--- src/rtl/change_dispenser.sv ---
// Change dispenser: pays out a yen amount as 50/10-yen coin pulses.
// Pulses are paced by the hopper handshake plus a fixed idle gap.
module change_dispenser #(
  parameter int GAP = 2
) (
  input  logic       clk,
  input  logic       rst,
  input  logic       start,
  input  logic [6:0] amount,
  input  logic       hopper_rdy,
  output logic       coin_50_out,
  output logic       coin_10_out,
  output logic       busy,
  output logic       done,
  output logic       err,
  output logic [6:0] remaining
);

  typedef enum logic [2:0] {
    IDLE,
    ISSUE,
    PULSE,
    WAIT,
    DONE
  } state_t;

  localparam logic [3:0] GAP_M1 = 4'(GAP - 1);

  state_t     state, state_n;
  logic [6:0] rem, rem_n;
  logic [3:0] cnt, cnt_n;
  logic       err_n;
  logic       c50_n, c10_n;
  logic [6:0] amt_mod;
  logic [6:0] amt_rnd;

  assign amt_mod   = amount % 7'd10;
  assign amt_rnd   = amount - amt_mod;
  assign remaining = rem;

  always_comb begin
    state_n = state;
    rem_n   = rem;
    cnt_n   = cnt;
    err_n   = err;
    c50_n   = 1'b0;
    c10_n   = 1'b0;
    unique case (state)
      IDLE: begin
        if (start) begin
          rem_n   = amt_rnd;
          err_n   = (amt_mod != 7'd0);
          state_n = ISSUE;
        end
      end
      ISSUE: begin
        if (rem == 7'd0) begin
          state_n = DONE;
        end else if (hopper_rdy) begin
          state_n = PULSE;
          if (rem >= 7'd50) begin
            c50_n = 1'b1;
            rem_n = rem - 7'd50;
          end else begin
            c10_n = 1'b1;
            rem_n = rem - 7'd10;
          end
        end
      end
      PULSE: begin
        state_n = WAIT;
        cnt_n   = GAP_M1;
      end
      WAIT: begin
        if (cnt == 4'd0) state_n = ISSUE;
        else cnt_n = cnt - 4'd1;
      end
      DONE: state_n = IDLE;
      default: state_n = IDLE;
    endcase
  end

  // outputs are registered decodes of the next state
  always_ff @(posedge clk or posedge rst) begin
    if (rst) begin
      state       <= IDLE;
      rem         <= 7'd0;
      cnt         <= 4'd0;
      err         <= 1'b0;
      coin_50_out <= 1'b0;
      coin_10_out <= 1'b0;
      busy        <= 1'b0;
      done        <= 1'b0;
    end else begin
      state       <= state_n;
      rem         <= rem_n;
      cnt         <= cnt_n;
      err         <= err_n;
      coin_50_out <= c50_n;
      coin_10_out <= c10_n;
      busy        <= (state_n != IDLE);
      done        <= (state_n == DONE);
    end
  end

endmodule

--- config.mk ---
export PLATFORM = sky130hd
export DESIGN_NAME = change_dispenser
export DESIGN_NICKNAME = d
export VERILOG_FILES = /design/src/rtl/change_dispenser.sv
export SDC_FILE = /design/constraint.sdc
export NUM_CORES = 1
export LEC_CHECK = 0
export ABC_AREA = 1
export CAP_MARGIN = 30
export CORE_MARGIN = 3
export CORE_UTILIZATION = 30
export DETAILED_ROUTE_END_ITERATION = 7
export PLACE_DENSITY = 0.48
export SYNTH_ARGS = -nofsm -noshare
export SYNTH_HDL_FRONTEND = slang
export SYNTH_SLANG_ARGS = --single-unit
export TNS_END_PERCENT = 50
--- constraint.sdc ---
create_clock -name clk -period 1.95 [get_ports clk]
set_input_delay 0.2925 -clock clk [delete_from_list [all_inputs] [get_ports clk]]
set_output_delay 0.2925 -clock clk [all_outputs]
set_load 0.02 [all_outputs]
==> results of run 1 <==
## area by class of cell
cell class	instances	area, um2
Sequential cell	18	450
Tap cell	70	87.6
Fill cell	509	2280
Clock buffer	4	55.1
Inverter	41	175
Timing Repair Buffer	102	841
Multi-Input combinational cell	183	1380
## routing by layer
metal / vias to the layer above / GRT usage
met5: - / 0
met4: 0 / 0.0456
met3: 5 / 0.0166
met2: 20 / 0.265
met1: 858 / 0.194
li1: 1006 / -
## synth_stat cells, drive strengths merged
master	number
a21boi	1
a21oi	9
a22oi	2
a311oi	1
a31o	1
a31oi	1
a41oi	1
buf	2
clkinv	1
conb	1
dfrtp	18
ha	10
inv	40
nand2	58
nand3	42
nand4	1
nor2	26
nor3	4
o211ai	1
o21ai	14
o22ai	3
or2	1
or3	1
xnor2	3
xor2	2
## per-stage QoR
| step | cell area, um2 | hold slack (ns) |
|---|---|---|
| after floorplan | 1770 | 0.231 |
| after global placement | 2570 | 0.483 |
| after detailed placement | 2570 | 0.501 |
| after CTS | 2770 | 0.362 |
| after global routing | 2990 | 0.378 |
| final | 2990 | 0.354 |
## worst min-delay path, cell delays in order
cell,delay [ns]
clkdlybuf4s50_1,0.39
inv_1,0.05
buf_4,0.26
## sequential cells by signal (all words and copies together), names as in the netlist
name,cells
remaining,6
cnt,4
state,3
busy,1
coin_10_out,1
coin_50_out,1
done,1
err,1
## worst min-delay path by stage
| stage | to | depth (start not counted) |
|---|---|---|
| 5_1_grt | remaining[6] | 3 |
| 3_5_place_dp | cnt[0] | 1 |
| 6_report | remaining[6] | 3 |
| 2_1_floorplan | busy | 1 |
| 3_3_place_gp | cnt[0] | 1 |
| 4_1_cts | remaining[6] | 3 |
## cell families after synthesis
| family | Yosys count |
|---|---|
| adders and majority gates | 10 |
| buffers and inverters | 43 |
| xor gates and xnor gates | 5 |
| AOI/OAI and AO/OA | 34 |
| and+or+nand+nor | 133 |
| DFF | 18 |
| other | 1 |
## cells in the final DEF (no fill, tap or decap), types with 2 or more instances in the layout
master / instances
buf_4: 79
inv_1: 30
nand2_1: 29
nor2_1: 23
nand3_1: 21
dfrtp_1: 18
clkdlybuf4s50_1: 17
nand2_2: 16
nand2_4: 13
nand3_2: 12
nand3_4: 9
o21ai_0: 9
inv_2: 7
a21oi_1: 6
ha_1: 6
o21ai_1: 4
nor3_1: 4
ha_4: 4
clkbuf_8: 4
o22ai_1: 3
xnor2_1: 2
inv_4: 2
nor2_2: 2
a22oi_2: 2
a21oi_2: 2
xor2_1: 2
buf_8: 2
buf_6: 2
## power groups by stage
stage | sequential, uW | combinational, uW | clock [uW]
floorplan | 714 | 1110 | 0
global route | 629 | 2720 | 345
finish | 607 | 2430 | 316
CTS | 610 | 2230 | 329
detailed placement | 616 | 2120 | 0
global placement | 612 | 2110 | 0
## timing repair
| item | in CTS | in global routing |
|---|---|---|
| endpoints found under the setup margin | 7 | 7 |
| buffers inserted | 9 | 5 |
| gates resized for setup | 35 | 49 |
| pin swaps | 15 | 22 |
==> flow_summary_export.csv, run 1 <==
group,metric,value,unit
worst_setup_path,critPathCapture,"remaining[5]",
logic_synthesis,synthAdderAreaFrac,0.0740,
layout,final_cells,418,
placement,port_buffers,21,
placement,placed_cells_incl_taps,401,
worst_setup_path,critPathKind,"input port to flop",
route,via_per_inst,4.52,
power,p_clk_frac,0.094,
logic_synthesis,muxShareOfSynthArea,0,
clock_network,cts.sinks,18,
sta,max_freq,372,MHz
global_routing,grt_max_degree,19,
placement,dp_slack,-1.67,ns
logic_synthesis,synth_top_area_share,0.266,
route,detail-route-antenna-nets,0,
route,wl_met3,89,um
global_routing,antenna_found_initial,0,
power,finalPower,3350,uW
floorplanning,num_rows,26,
clock_network,postCtsHoldBufs,0,
route,vias,1889,
layout,areaGrowthSynthToFinish,76.8,%
worst_setup_path,cp.arrival,2.88,ns
clock_network,cts_tree,"yes",
worst_setup_path,crit_family,"simple AND/OR/NAND/NOR gates",
floorplanning,ios,23,
floorplanning,die_x,81.1,um
logic_synthesis,synth_area_per_cell,6.93,um2
clock_network,cts_root_buffer,"clkbuf_8",
logic_synthesis,synth_compound_area_frac,0.124,
clock_network,clock_path_buffers,2,
sta,min_period,2.69,ns
floorplanning,core_region_area,0.00527,mm2
outcome,outcome,"finished, violations left",
worst_setup_path,critical-path-max-stage-delay,0.29,ns
worst_setup_path,regToRegEndpoint,"remaining[4]",
sta,finalWorstSetupSlack,-0.739,ns
logic_synthesis,synth_top_cells_by_area,"dfrtp_1 (27%), nand3_1 (9.5%), nand2_1 (9.1%), inv_1 (7.8%), ha_1 (7.4%)",
floorplanning,die_area,0.00658,mm2
layout,layout-drive-gt1-share,0.486,
worst_setup_path,worstSetupStartpoint,"amount[4]",
sta,finalSetupTns,-3.92,ns
route,wl_per_cell,11.3,um
route,top_layer,"met4",
min_path,hp-class,"input port to asynchronous set/reset pin",
clock_network,cts-htree-levels,1,
sta,period_share,1.38,
route,wl_met1,2230,um
power,powerDensity,1120,mW/mm2
route,drt_iter0_drc,35,
logic_synthesis,ys_ff_latch,18,
logic_synthesis,seq_area_frac_synth,0.266,
logic_synthesis,yosys.area_share.simple,0.410,
clock_network,clk_pin_slew_worst_paths,0.08,ns
sta,hold_viol_final,0,
clock_network,cts_buffers,3,
power,p_seq_frac,0.181,
sta,rsz0062_at_grt,"yes",
logic_synthesis,netlist_area,0.00169,mm2
sta,setup_viol_count_final,7,
worst_setup_path,cp_max_fo,5,
logic_synthesis,synthXorXnorAreaFrac,0.0259,
outcome,violations,"setup timing",
route,dr.pass1.iters,4,
route,met2_length,2330,um
worst_setup_path,worst-path-stages,29,
power,internal_power,1870,uW
layout,final_core_util,0.567,
route,route.detailed.drc,0,
logic_synthesis,yosysUniqueCellTypes,36,
floorplanning,die_y,81.1,um
route,routed_wl,4710,um
logic_synthesis,yosysTopAreaCell,"dfrtp_1",
logic_synthesis,yosys_warnings,0,
sta,maxSlewViolCount,0,
logic_synthesis,synth_nets,265,
global_routing,grt.overflow.total,0,
logic_synthesis,netlist_instances,244,
clock_network,clock_latency,0.26,ns
worst_setup_path,endpoint_kind,"flop",
layout,nNetsFinal,370,
placement,hpwl,3640,um
sta,fin_skew,0.00675,ns
layout,n_antenna_cell,0,
power,switchingPower,1490,uW
worst_setup_path,reg2reg_depth,14,
worst_setup_path,r2r_setup_slack,-0.11,ns
worst_setup_path,critPathMostFrequentCell,"nand2_4",
global_routing,first_global_vias,1822,
power,switching_share,0.444,
global_routing,groute.usage.overall,0.151,
logic_synthesis,synth_top_family_by_area,"simple AND/OR/NAND/NOR gates",
worst_setup_path,cp.required,2.14,ns
worst_setup_path,rr_startpoint,"remaining[1]",
power,vdd_drop_max,0.454,mV
placement,gp_congestion,0.797,
power,leakage,0.00150,uW
job,drv_cap,0,
worst_setup_path,cp-start-kind,"input port",
floorplanning,initial_utilization,0.321,
global_routing,grt_pass1_wl,7910,um
worst_setup_path,slowest_stage,"ha_4",
power,comb_power_share,0.725,
worst_setup_path,critPathBufInv,5,
(Power assumes the default switching activity.)
==> run 2: changes to the inputs <==
Settings changed: SLEW_MARGIN from default to 20.
==> results of run 2 <==
Final layout, timing and power as in run 1 (identical DEF).
==> run 3: changes to the inputs <==
Settings changed: SETUP_SLACK_MARGIN from default to 0.05.
==> run 3 against run 2 <==
The run still ends with setup timing left. Worst hold slack is the same. Die area is the same. Register-to-register slack gained 0.07 ns. Sequential power is essentially flat.
==> flow_summary_export.csv, run 3 (synthesis gave the netlist of run 1 again) <==
group,metric,value,unit
outcome,outcome,"finished, violations left",
outcome,violations,"setup timing",
global_routing,grt.overflow.total,0,
worst_setup_path,cp-start-kind,"input port",
layout,n_antenna_cell,0,
global_routing,grt_pass1_wl,7910,um
sta,setup_viol_count_final,7,
sta,fin_hold_ws,0.354,ns
route,dr.pass1.iters,4,
min_path,hp-class,"input port to asynchronous set/reset pin",
placement,placed_cells_incl_taps,401,
route,drt_iter0_drc,37,
layout,final_cell_mix,"buf_4 (79), inv_1 (30), nand2_1 (29)",
route,route.detailed.drc,0,
clock_network,clock_path_buffers,2,
floorplanning,core_region_area,0.00527,mm2
placement,hpwl,3640,um
sta,max_freq,372,MHz
route,wl_per_cell,11.3,um
layout,final_common_cell,"buf_4",
worst_setup_path,cp_max_fo,5,
worst_setup_path,endpoint_kind,"flop",
floorplanning,initial_utilization,0.321,
route,detail-route-antenna-nets,0,
worst_setup_path,slowest_stage,"ha_4",
worst_setup_path,critical-path-max-stage-delay,0.29,ns
worst_setup_path,cp.required,2.14,ns
clock_network,cts_root_buffer,"clkbuf_8",
global_routing,groute.usage.overall,0.151,
worst_setup_path,critPathKind,"input port to flop",
sta,period_share,1.38,
global_routing,antenna_found_initial,0,
layout,final_cells,418,
route,vias,1889,
sta,maxSlewViolCount,0,
layout,nNetsFinal,370,
job,drv_cap,0,
sta,rsz0062_at_grt,"yes",
global_routing,first_global_vias,1822,
sta,finalWorstSetupSlack,-0.739,ns
worst_setup_path,critPathMostFrequentCell,"nand2_4",
clock_network,clock_latency,0.26,ns
power,powerDensity,1120,mW/mm2
placement,gp_congestion,0.797,
layout,final_core_util,0.567,
worst_setup_path,cp.arrival,2.88,ns
clock_network,clk_pin_slew_worst_paths,0.08,ns
worst_setup_path,reg2reg_depth,14,
power,vdd_drop_max,0.455,mV
power,leakage,0.00150,uW
layout,largest_reg_flops,6,
floorplanning,die_area,0.00658,mm2
clock_network,cts_tree,"yes",
route,via_per_inst,4.52,
clock_network,cts.sinks,18,
sta,fin_skew,0.00675,ns
clock_network,cts_buffers,3,
route,routed_wl,4710,um
sta,hold_viol_final,0,
clock_network,postCtsHoldBufs,0,
sta,min_period,2.69,ns
layout,layout-drive-gt1-share,0.486,
floorplanning,num_rows,26,
floorplanning,die_y,81.1,um
layout,areaGrowthSynthToFinish,76.8,%
placement,port_buffers,21,
global_routing,grt_max_degree,19,
floorplanning,die_x,81.1,um
floorplanning,ios,23,
clock_network,cts-htree-levels,1,
-- run 3: timing repair --
action / CTS / global route
hold endpoints to repair: 0 / 0
pin swaps: 15 / 22
setup buffers: 9 / 5
resized for setup: 35 / 50
endpoints found under the setup margin: 7 / 8
-- run 3: layout make-up --
cell class / instances / area [um2]
Tap cell: 70 / 87.6
Inverter: 41 / 175
Sequential cell: 18 / 450
Clock buffer: 4 / 55.1
Multi-Input combinational cell: 183 / 1380
Timing Repair Buffer: 102 / 841
Fill cell: 509 / 2280
-- run 3: per-layer routing --
| layer | GRT usage | vias up | wire length (um) |
|---|---|---|---|
| met2 | 0.265 | 20 | 2330 |
| met3 | 0.0166 | 5 | 89 |
| met1 | 0.194 | 858 | 2230 |
| li1 | - | 1006 | - |
| met5 | 0 | - | 0 |
| met4 | 0.0456 | 0 | 60 |
-- run 3: critical path: cells and delay by family --
| family | cells | cell delay, ns |
|---|---|---|
| AOI/OAI and AO/OA | 2 | 0.18 |
| adders and majority gates | 2 | 0.42 |
| buffers and inverters | 5 | 0.27 |
| and+or+nand+nor | 20 | 1.71 |
-- run 3: stage by stage --
stage	area, um2	setup TNS [ns]	setup WS [ns]	power, uW
3_5_place_dp	2570	-10.14	-1.67	2740
5_1_grt	2990	-5.07	-0.933	3700
2_1_floorplan	1770	-4.50	-0.954	1820
3_3_place_gp	2570	-9.75	-1.58	2720
4_1_cts	2770	-4.51	-0.847	3170
6_report	2990	-3.92	-0.739	3360
-- run 3: worst paths after layout --
| kind | startpoint | to | slack (ns) |
|---|---|---|---|
| worst max register to register | remaining[1] | remaining[4] | -0.04 |
| worst max-delay path | amount[4] | remaining[5] | -0.74 |
| min in group clk | cnt[0] | cnt[0] | 0.50 |
| worst min-delay path | rst | remaining[6] | 0.35 |
| max in group asynchronous | rst | cnt[1] | 1.39 |
| worst min register to register | cnt[0] | cnt[0] | 0.50 |
-- run 3: report_power, final --
part	switching [uW]	internal, uW	total, uW	leakage (uW)
clock network	137	180	316	0.0000288
logic	1260	1170	2430	0.00125
registers	91.9	515	607	0.000216
total	1490	1870	3360	0.00150
